--- src/rtl/noc_pe_eject_buffer_if.sv ---
// Ejection-side bus bundle: the flit stream arriving from the mesh PE output
// and the payload handshake toward the local processing element.
interface noc_pe_eject_buffer_if #(
  parameter int data_width  = 32,
  parameter int total_width = 34
);
  logic                   i_valid;
  logic [total_width-1:0] i_data;
  logic                   o_valid;
  logic [data_width-1:0]  o_data;
  logic                   i_ready;

  // Driver of the flit stream and consumer of the payload.
  modport master (
    output i_valid,
    output i_data,
    output i_ready,
    input  o_valid,
    input  o_data
  );

  // The eject buffer itself.
  modport slave (
    input  i_valid,
    input  i_data,
    input  i_ready,
    output o_valid,
    output o_data
  );
endinterface

--- src/rtl/noc_pe_eject_buffer.sv ---
// Ejection buffer for one mesh node. Every flit from the mesh PE output is
// absorbed: flits addressed here have their header stripped and the payload
// queued in a first-word-fall-through FIFO. Flits that are misrouted, or that
// arrive while the FIFO is full, are dropped and recorded in sticky flags and
// a saturating drop counter.
module noc_pe_eject_buffer #(
  parameter int X_COORD     = 0,
  parameter int Y_COORD     = 0,
  parameter int data_width  = 32,
  parameter int x_size      = 1,
  parameter int y_size      = 1,
  parameter int total_width = x_size + y_size + data_width,
  parameter int DEPTH       = 8,
  parameter int CNT_W       = 8
) (
  input  logic                     clk,
  input  logic                     rst,
  noc_pe_eject_buffer_if.slave     bus,
  input  logic                     i_clr,
  output logic [$clog2(DEPTH):0]   o_level,
  output logic                     o_overflow,
  output logic                     o_misroute,
  output logic [CNT_W-1:0]         o_drop_cnt
);

  localparam int AW = $clog2(DEPTH);
  localparam int LW = AW + 1;
  localparam logic [LW-1:0]     FULL_LVL = LW'(DEPTH);
  localparam logic [x_size-1:0] X_SEL    = x_size'(X_COORD);
  localparam logic [y_size-1:0] Y_SEL    = y_size'(Y_COORD);

  // Saturating increment of the drop counter; holds at all-ones.
  function automatic logic [CNT_W-1:0] sat_inc(input logic [CNT_W-1:0] v);
    return (v == {CNT_W{1'b1}}) ? v : v + CNT_W'(1);
  endfunction

  logic [data_width-1:0] mem [DEPTH];
  logic [AW-1:0]         wr_ptr;
  logic [AW-1:0]         rd_ptr;
  logic [LW-1:0]         level;

  logic [data_width-1:0] payload;
  logic [x_size-1:0]     flit_x;
  logic [y_size-1:0]     flit_y;
  logic                  coord_ok;
  logic                  full;
  logic                  pop;
  logic                  push;
  logic                  ovf_drop;
  logic                  mis_drop;
  logic                  drop;

  assign payload  = bus.i_data[data_width-1:0];
  assign flit_x   = bus.i_data[data_width +: x_size];
  assign flit_y   = bus.i_data[data_width + x_size +: y_size];
  assign coord_ok = (flit_x == X_SEL) && (flit_y == Y_SEL);

  assign full     = (level == FULL_LVL);
  // A pop frees a slot in the same cycle, so a full FIFO can still accept.
  assign pop      = bus.o_valid && bus.i_ready;
  assign push     = bus.i_valid && coord_ok && (!full || pop);
  assign ovf_drop = bus.i_valid && coord_ok && full && !pop;
  assign mis_drop = bus.i_valid && !coord_ok;
  assign drop     = ovf_drop || mis_drop;

  // Output side reads straight from storage; no combinational bypass from
  // the input, and data is forced to zero while empty so it is never X.
  assign bus.o_valid = (level != '0);
  assign bus.o_data  = bus.o_valid ? mem[rd_ptr] : '0;
  assign o_level     = level;

  // Pointer and occupancy bookkeeping; reset discards all stored flits.
  always_ff @(posedge clk or posedge rst) begin
    if (rst) begin
      wr_ptr <= '0;
      rd_ptr <= '0;
      level  <= '0;
    end else begin
      if (push) wr_ptr <= wr_ptr + AW'(1);
      if (pop)  rd_ptr <= rd_ptr + AW'(1);
      case ({push, pop})
        2'b10:   level <= level + LW'(1);
        2'b01:   level <= level - LW'(1);
        default: level <= level;
      endcase
    end
  end

  // Payload storage; data only, no reset needed.
  always_ff @(posedge clk) begin
    if (push) mem[wr_ptr] <= payload;
  end

  // Sticky drop flags and counter; a drop coinciding with clear still counts.
  always_ff @(posedge clk or posedge rst) begin
    if (rst) begin
      o_overflow <= 1'b0;
      o_misroute <= 1'b0;
      o_drop_cnt <= '0;
    end else begin
      if (i_clr) begin
        o_overflow <= 1'b0;
        o_misroute <= 1'b0;
      end
      if (ovf_drop) o_overflow <= 1'b1;
      if (mis_drop) o_misroute <= 1'b1;
      if (i_clr)
        o_drop_cnt <= drop ? CNT_W'(1) : '0;
      else if (drop)
        o_drop_cnt <= sat_inc(o_drop_cnt);
    end
  end

endmodule
--- src/flat_wrapper.sv ---
// flat-port wrapper written by rule: the top's interface ports become plain ports
module noc_pe_eject_buffer_flat 
#(
  parameter int X_COORD     = 0,
  parameter int Y_COORD     = 0,
  parameter int data_width  = 32,
  parameter int x_size      = 1,
  parameter int y_size      = 1,
  parameter int total_width = x_size + y_size + data_width,
  parameter int DEPTH       = 8,
  parameter int CNT_W       = 8
)
  (clk, rst, i_clr, o_level, o_overflow, o_misroute, o_drop_cnt, bus_i_valid, bus_i_data, bus_i_ready, bus_o_valid, bus_o_data);
  noc_pe_eject_buffer_if #(.data_width(data_width), .total_width(total_width)) bus_i ();
  input  logic clk;
  input  logic rst;
  input  logic i_clr;
  output logic [$clog2(DEPTH):0] o_level;
  output logic o_overflow;
  output logic o_misroute;
  output logic [CNT_W-1:0] o_drop_cnt;
  input wire logic [$bits(bus_i.i_valid)-1:0] bus_i_valid;
  input wire logic [$bits(bus_i.i_data)-1:0] bus_i_data;
  input wire logic [$bits(bus_i.i_ready)-1:0] bus_i_ready;
  output wire logic [$bits(bus_i.o_valid)-1:0] bus_o_valid;
  output wire logic [$bits(bus_i.o_data)-1:0] bus_o_data;
  assign bus_i.i_valid = bus_i_valid;
  assign bus_i.i_data = bus_i_data;
  assign bus_i.i_ready = bus_i_ready;
  assign bus_o_valid = bus_i.o_valid;
  assign bus_o_data = bus_i.o_data;
  noc_pe_eject_buffer #(.X_COORD(X_COORD), .Y_COORD(Y_COORD), .data_width(data_width), .x_size(x_size), .y_size(y_size), .total_width(total_width), .DEPTH(DEPTH), .CNT_W(CNT_W)) u_core (.clk(clk), .rst(rst), .bus(bus_i), .i_clr(i_clr), .o_level(o_level), .o_overflow(o_overflow), .o_misroute(o_misroute), .o_drop_cnt(o_drop_cnt));
endmodule
--- config.mk ---
export PLATFORM = sky130hd
export DESIGN_NAME = noc_pe_eject_buffer_flat
export DESIGN_NICKNAME = d
export VERILOG_FILES = /design/src/rtl/noc_pe_eject_buffer_if.sv /design/src/rtl/noc_pe_eject_buffer.sv /design/src/flat_wrapper.sv
export SDC_FILE = /design/constraint.sdc
export NUM_CORES = 1
export LEC_CHECK = 0
export ABC_AREA = 1
export CORE_UTILIZATION = 57
export DETAILED_ROUTE_END_ITERATION = 16
export DONT_BUFFER_PORTS = 1
export PLACE_DENSITY = 0.75
export SETUP_SLACK_MARGIN = 0.1
export SLEW_MARGIN = 20
export SYNTH_ARGS = -nofsm -noshare
export SYNTH_HDL_FRONTEND = slang
export SYNTH_SLANG_ARGS = --single-unit
--- constraint.sdc ---
create_clock -name clk -period 3.4 [get_ports clk]
set_input_delay 0.34 -clock clk [delete_from_list [all_inputs] [get_ports clk]]
set_output_delay 0.34 -clock clk [all_outputs]
set_load 0.005 [all_outputs]
==> qor.yml <==
cts_root_buf: "clkbuf_16"
power_leakage_nw: 4.43
grt_pass1_wl_um: 35800
status: "finished clean"
clk_path_buf_depth: 3
vias_per_cell: 5.57
max_stage_delay_ns: 0.44
synth_top_area_cell: "edfxtp_1"
cts.sinks: 276
placedInstanceArea_um2: 11600
io_buffer_count: 0
hold_viol: 0
setup_violations: 0
post-dp-hpwl_um: 12700
antenna_found_initial: 0
slew_viol_final: 0
first_pass_iters: 5
grt.total_usage_pct: 23.0
layout_common_cells: "272 x nor2_1, 256 x edfxtp_1, 166 x o21ai_0"
die_area_um2: 20400
drt-initial-drc-count: 544
h-tree-depth: 1
cts.clk_slew.worst_paths_ns: 0.06
grt_max_degree: 73
netlist_area_um2: 11300
ys_warn_count: 0
wl_per_cell_um: 17.8
layout-area-overhead-vs-synth_pct: 13.9
ys_seq_area_share_pct: 72.3
final_nets: 1033
crit_top_cell: "o21ai_0"
worst_pin_slew_ns: 0.789
total_power_mw: 10.1
synthTopCellsByArea: "edfxtp_1 68%, nor2_1 9.1%, o21ai_0 7.3%, dfrtp_1 4.4%, o21ai_1 2.8%"
ir_drop_mv: 0.446
finalCritPeriodShare_pct: 82.2
required_ns: 3.06
drv_cap: 0
hp-class: "in -> reg"
holdPathStages: 2
critPathArrivalTime_ns: 2.45
numCtsBuffers: 28
rsz0062_at_grt: "false"
clock_skew_ns: 0.0145
startpoint_type: "register"
remaining_drc_errors: 0
avgSynthCellArea_um2: 11.9
die_h_um: 143
tritoncts: "built"
cp_max_fo: 57
powerDensity_nw_per_um2: 786
utilization_pct: 66.2
path_class: "reg -> out"
globalRoute.totalOverflow: 0
yosys_register_bits: 276
drtAntennaViolNets: 0
yosysUniqueCellTypes: 31
grt_busiest_layer: "met2"
num_antenna_cells: 0
drt-total-wl_um: 22700
die_w_um: 143
syn-num-nets: 998
ff2ff_path_depth: 13
insertion_delay_ns: 0.55
stdcell_area_um2: 12900
grt_use_met1_pct: 30.2
synthCells: 953
hold_slack_ns: 0.0406
first_global_vias: 6857
cts-resized-gates: 0
worstSetupEndpointType: "output port"
yosys.area.top_type_share_pct: 67.9
gp_congestion: 0.799
drive_above_1_share_pct: 8.42
num_vias: 7102
timing.fmax_ghz: 0.358
setup_ws_ns: 0.606
coreArea_um2: 19500
rows: 51
period_needed_ns: 2.79
pin_count: 86
relSlewSlack_pct: 47.4
slowest_stage: "dfrtp_4"
layout_commonest_cell: "nor2_1"
grt_use_met3_pct: 4.02
initial_core_util_pct: 58.1
dpl_worst_slack_ns: 0.748
grtUsageMet2_pct: 39.1
worstPathCellList: "clkinv_2 -> buf_12 -> o21ai_0 -> o21ai_1 -> o21ai_0 -> nor2_1"
where the power goes:
part,total [mW],internal [mW],switching [mW]
registers,4.12,3.89,0.227
clock network,3.08,1.87,1.21
logic,2.93,0.919,2.01
total,10.1,6.68,3.45
state kept, by name (all words and copies together) (netlist names):
register and count:
u_core.mem 256, u_core.o_drop_cnt 8, u_core.o_level 4, u_core.rd_ptr 3
u_core.wr_ptr 3, u_core.o_misroute 1, u_core.o_overflow 1
logic make-up (layout without fill, tap and decap cells):
kind of cell,count (synthesis),after routing,synth area share (%)
flip-flops,276,276,72.3
XOR/XNOR,8,8,0.619
adder cells (fa/ha/maj),6,6,0.663
AO/OA/AOI/OAI,233,233,10.3
buffers and inverters,70,126,3.24
AND/OR/NAND/NOR,360,360,12.8
through the flow:
stage / TNS, ns / instances
after floorplan: -33.15 / 953
after global placement: 0 / 1188
after detailed placement: 0 / 1188
after CTS: 0 / 1274
after global routing: 0 / 1274
final: 0 / 1274
synth_stat cells:
cell	number
nand2_2	1
dfrtp_1	20
nand2_1	53
buf_12	1
inv_2	1
a21oi_1	2
nand3b_1	1
nand3_2	3
buf_8	2
o21ai_1	63
nand4_1	3
o21bai_1	1
nor2_1	275
or2_2	2
clkbuf_2	6
edfxtp_1	256
xor2_1	5
o211ai_1	1
inv_1	16
buf_2	13
nor3_1	3
buf_6	2
xnor2_1	3
nand3_1	11
buf_4	7
nand2_4	3
clkbuf_1	22
nor3b_1	4
o21ai_0	166
ha_1	6
nor2_2	1
final timing paths:
| path | from | to | slack [ns] |
|---|---|---|---|
| worst max register to register | u_core.o_level[1] | u_core.o_level[2] | 0.71 |
| worst min register to register | u_core.o_misroute | u_core.o_misroute | 0.51 |
| min in group asynchronous | rst | u_core.o_level[0] | 0.40 |
| worst max-delay path | u_core.rd_ptr[0] | bus_o_data[6] | 0.61 |
| worst min-delay path | bus_i_valid | u_core.o_misroute | 0.04 |
| max in group asynchronous | rst | u_core.rd_ptr[0] | 2.42 |
what timing repair did:
item,4_1_cts,5_1_grt
hold endpoints to repair,283,0
hold buffers,35,0
setup buffers,0,0
metal layers:
layer	part of all wire [%]	up-vias
li1	-	3428
met1	43	3417
met2	49	218
met3	5.9	39
met4	2.3	0
met5	0	-
critical path: cells and delay by family, from the launching register on:
kind	cells	cell delay, ns
and+or+nand+nor	1	0.11
AOI/OAI and AO/OA	3	0.56
DFF	1	0.44
buffers and inverters	2	0.79
layout make-up:
class	count	area (um^2)
Timing Repair Buffer	58	536
Tap cell	265	332
Fill cell	1369	6570
Inverter	17	65.1
Clock inverter	11	133
Sequential cell	276	8200
Clock buffer	40	807
Multi-Input combinational cell	607	2820
Power figures use the tool's default switching activity.
